`src/rtl/fa_bist.sv`:
```
// Built-in self-test for the lab full adder: sweeps all 8 {a,b,ci} vectors, checks {co,sum}.
// Optional FA_BIST_INJECT_EN adds an 'inject' input that corrupts the expected value.
module fa_bist #(
  parameter int unsigned SETTLE_CYCLES = 4
) (
  input  logic       clk,
  input  logic       rst_n,
  input  logic       start,
`ifdef FA_BIST_INJECT_EN
  input  logic       inject,
`endif
  output logic       fa_a,
  output logic       fa_b,
  output logic       fa_ci,
  input  logic       fa_sum,
  input  logic       fa_co,
  output logic       busy,
  output logic       done,
  output logic       pass,
  output logic [3:0] err_count,
  output logic [2:0] first_fail
);

  localparam logic [7:0] SETTLE_RELOAD = 8'(SETTLE_CYCLES - 1);

  typedef enum logic [1:0] {IDLE, SETTLE, CHECK, DONE} state_t;

  state_t     state;
  logic [2:0] vec;
  logic [7:0] settle_cnt;
  logic       seen_fail;
  logic [3:0] checked;

  logic [1:0] expected;
  logic       mismatch;
  logic [3:0] err_next;
  logic [3:0] checked_next;

  assign fa_a  = vec[2];
  assign fa_b  = vec[1];
  assign fa_ci = vec[0];

  always_comb begin
    expected = {1'b0, vec[2]} + {1'b0, vec[1]} + {1'b0, vec[0]};
`ifdef FA_BIST_INJECT_EN
    if (inject) expected[0] = ~expected[0];
`endif
    mismatch     = (expected != {fa_co, fa_sum});
    err_next     = err_count + {3'b000, mismatch};
    checked_next = checked + 4'd1;
  end

  always_ff @(posedge clk or negedge rst_n) begin
    if (!rst_n) begin
      state      <= IDLE;
      vec        <= '0;
      settle_cnt <= '0;
      seen_fail  <= 1'b0;
      checked    <= '0;
      busy       <= 1'b0;
      done       <= 1'b0;
      pass       <= 1'b0;
      err_count  <= '0;
      first_fail <= '0;
    end else begin
      case (state)
        IDLE, DONE: begin
          if (start) begin
            vec        <= '0;
            err_count  <= '0;
            first_fail <= '0;
            seen_fail  <= 1'b0;
            checked    <= '0;
            done       <= 1'b0;
            pass       <= 1'b0;
            busy       <= 1'b1;
            settle_cnt <= SETTLE_RELOAD;
            state      <= SETTLE;
          end
        end
        SETTLE: begin
          if (settle_cnt == '0) state <= CHECK;
          else                  settle_cnt <= settle_cnt - 8'd1;
        end
        CHECK: begin
          err_count <= err_next;
          checked   <= checked_next;
          if (mismatch && !seen_fail) begin
            first_fail <= vec;
            seen_fail  <= 1'b1;
          end
          // pass uses the post-update counts so the last vector is included
          if (vec == 3'd7) begin
            busy  <= 1'b0;
            done  <= 1'b1;
            pass  <= (err_next == 4'd0) && (checked_next == 4'd8);
            state <= DONE;
          end else begin
            vec        <= vec + 3'd1;
            settle_cnt <= SETTLE_RELOAD;
            state      <= SETTLE;
          end
        end
        default: state <= IDLE;
      endcase
    end
  end

endmodule

```
`config.mk`:
```
export PLATFORM = sky130hd
export DESIGN_NAME = fa_bist
export DESIGN_NICKNAME = d
export VERILOG_FILES = /design/src/rtl/fa_bist.sv
export SDC_FILE = /design/constraint.sdc
export NUM_CORES = 1
export LEC_CHECK = 0
export ABC_AREA = 1
export BUFFER_PORTS_ARGS = -buffer_cell sky130_fd_sc_hd__buf_2
export CAP_MARGIN = 40
export CORE_ASPECT_RATIO = 2
export CORE_MARGIN = 1.5
export CORE_UTILIZATION = 40
export CTS_BUF_LIST = sky130_fd_sc_hd__clkbuf_8
export CTS_CLUSTER_DIAMETER = 60
export CTS_CLUSTER_SIZE = 20
export DETAILED_ROUTE_END_ITERATION = 7
export MAX_ROUTING_LAYER = met4
export PLACE_DENSITY = 0.61
export SLEW_MARGIN = 20
export SYNTH_ARGS = -nofsm -noshare
export SYNTH_HDL_FRONTEND = slang
export SYNTH_SLANG_ARGS = --single-unit
export TNS_END_PERCENT = 10
```
`constraint.sdc`:
```
create_clock -name clk -period 2.08 [get_ports clk]
set_clock_uncertainty 0.15 [all_clocks]
set_input_delay 0.416 -clock clk [delete_from_list [all_inputs] [get_ports clk]]
set_output_delay 0.416 -clock clk [all_outputs]
set_load 0.05 [all_outputs]
```
==> flow_summary.yaml <==
synth:
  synthTopCellsByCount: "nand2_1 (49), dfrtp_1 (28), inv_1 (23)"
  synth_compound_area_share_pct: 8.210
  synthSimpleGateAreaFrac_pct: 26.58
  yosys_warnings: 0
  yosysSeqAreaShare_pct: 43.78
  synth_fa_ha_area_share_pct: 9.851
  ys.flop_type: "dfrtp_1"
  synth.avg_cell_area_sq_um: 8.249
  synth-xor-area-share_pct: 3.831
  synth_edf_count: 0
  syn_nets: 211
  yosysMostFrequentCell: "nand2_1"
  ys_seq_elements: 28
  synthTopCellsByArea: "dfrtp_1 (44%), nand2_1 (11%), ha_1 (8.6%)"
  yosysTopAreaCellShare_pct: 43.78
  synth_largest_area_cell: "dfrtp_1"
  synth_top_family_by_area: "simple AND/OR/NAND/NOR gates"
  syn-cell-area_sq_um: 1600
  synthesis.instances: 194
  ys_types: 22
  synthMuxAreaShare_pct: 0
  synthArstFlopShare_pct: 100.0
setup_path:
  r2r_slack_ns: -0.1
  worst-path-buf-inv: 1
  cp_slowest_cell: "fa_1"
  crit_type: "flip-flop to flip-flop"
  crit_path_end_kind: "flip-flop"
  r2r_cells: 12
  crit_required_ns: 2.15
  path_delay_family: "adder cells"
  crit_chain: "inv_2 -> fa_1 -> nor2_1 -> nor2_1 -> nand2_2 -> ha_4 -> ha_4 -> xnor2_2 -> nand3_1 -> nor2_1 -> nand3_1 -> nand2_1"
  slowest_delay_ns: 0.54
  crit_fanout: 2
  r2r_start: "vec[0]"
  crit_top_cell: "nor2_1"
  start_kind: "flip-flop"
  reg2reg_to: "pass"
  crit_arrival_ns: 2.24
finish:
  utilization_pct: 48.96
  diodes: 0
  fin_nets: 238
  design_area_sq_um: 1882
  instances_no_fill: 271
  drive_above_1_share_pct: 23.18
  syn_to_final_growth_pct: 17.59
grt:
  grt_pass1_vias: 1290
  grt_pass1_wl_um: 5333
  grt_max_degree: 29
  use_met1_pct: 17.00
  globalRoute.busiestLayer: "met2"
  grt_use_total_pct: 16.64
  use_met3_pct: 1.170
  grt_use_met2_pct: 30.67
  antenna_found_initial: 0
  grt.overflow.total: 0
sta:
  worst_slack_ns: -0.09610
  period_needed_ns: 2.176
  slew_violations: 0
  rsz0062_at_grt: "yes"
  finalSetupTns_ns: -0.09610
  period_share_pct: 104.6
  tightest_slew_ns: 0.6346
  clock.fmax_mhz: 459.5
  hold_viol: 0
  setup_viol: 1
  slew_headroom_pct: 57.69
  fin_hold_ws_ns: 0.004723
floorplan:
  dieArea_sq_um: 4412
  core_area_sq_um: 3844
  rows: 32
  fp.dieW_um: 47.73
  start_util_pct: 41.63
  die_h_um: 92.45
  io_pins: 18
clock_tree:
  hold_buffers: 0
  cts_tree: "built"
  cts_buffer_depth: 2
  clock_latency_ns: 0.27
  path_clk_slew_ns: 0.09
  cts_buffers: 3
  cts_root_buf: "clkbuf_8"
  h-tree-depth: 1
  clock_sinks: 28
power_and_ir_drop:
  power_mw: 2.442
  total_leakage_power_nw: 1.003
  pwr-share-clk_pct: 13.7
  seqPwrFrac_pct: 34.0
  power.switching_mw: 1.143
  peakVddDrop_v: 0.0009184
  swShare_pct: 46.81
  p_int_mw: 1.299
  comb_power_share_pct: 52.3
  power.density_nw_per_um2: 1297
place:
  gp_congestion: 0.7909
  hpwl_um: 2478
  io_buffer_count: 17
  dp.cells: 267
  dp_slack_ns: -0.1268
  dpl-instance-area_sq_um: 1822
job:
  maxCapViolCount: 0
drt:
  post_drt_wl_per_cell_um: 11.52
  ant_nets: 0
  viasPerCell: 4.720
  routed_wl_um: 3123
  drt-initial-drc-count: 19
  vias: 1279
  drt-pass1-iter-count: 4
  drc: 0
min_path:
  hold_path_class: "input pin to async pin"
outcome:
  status: "finished with violations"
  violations: "negative setup slack"
==> flip-flops by register name, summed over array words and instances, names as in the netlist <==
| register | flops |
|---|---|
| busy | 1 |
| checked | 4 |
| done | 1 |
| err_count | 4 |
| first_fail | 3 |
| pass | 1 |
| seen_fail | 1 |
| settle_cnt | 8 |
| state | 2 |
| vec | 3 |
==> worst register-to-register path, delay by kind of cell, from the launching register on <==
family | cells | cell delay (ns)
xor+xnor | 1 | 0.13
flops | 1 | 0.37
simple gates | 7 | 0.56
buf+inv | 1 | 0.05
fa+ha+maj | 3 | 0.86
==> logic make-up (layout without fill, tap and decap cells) <==
| kind of cell | after synthesis | count (layout) |
|---|---|---|
| XOR/XNOR | 7 | 7 |
| adder cells (fa/ha/maj) | 12 | 12 |
| AND/OR/NAND/NOR | 96 | 96 |
| buffers and inverters | 29 | 55 |
| AO/OA/AOI/OAI | 22 | 22 |
| flip-flops | 28 | 28 |
==> routing by layer <==
layer	part of all wire [%]	wire length (um)	up-vias
met3	1.6	50	2
met1	38	1202	592
met4	1.2	38	0
met5	0	0	-
li1	-	-	671
met2	59	1831	14
==> power groups by stage <==
stage	Clock (mW)	Sequential [mW]	Combinational (mW)
after CTS	0.353	0.833	1.29
after detailed placement	0	0.844	1.28
after global routing	0.368	0.857	1.48
after global placement	0	0.841	1.27
final	0.334	0.830	1.28
after floorplan	0	0.913	0.912
==> placed cells by master, fill, tap and decap left out, types with 6 or more instances in the layout <==
master   instances
buf_2           17
buf_4            8
dfrtp_1         25
ha_1             9
inv_1           20
inv_2            6
nand2_1         48
nand3_1         14
nand4_1          7
nor2_1          18
o21ai_0         10
o21ai_1          6
xor2_1           6
==> layout make-up <==
cell class,count,area [sq um]
clock buffer,4,55.05
fill,398,1962
inverter,26,97.59
multi-input combinational,137,815.8
sequential,28,704.4
tap,51,63.81
timing repair buffer,25,145.1
==> how the worst max path moves through the flow <==
stage | endpoint | depth (start not counted) | slack [ns] | startpoint
floorplan | pass | 13 | -0.30 | vec[0]
global placement | pass | 13 | -0.13 | vec[2]
detailed placement | pass | 13 | -0.13 | vec[1]
CTS | pass | 12 | -0.13 | vec[0]
global route | pass | 12 | -0.26 | vec[0]
finish | pass | 12 | -0.1 | vec[0]
==> repair_timing <==
item,in CTS,in global routing
setup buffers,0,0
resized for setup,0,2
pin swaps,3,1
setup endpoints to repair,1,4
No activity file was read; power rests on OpenSTA's default activity.
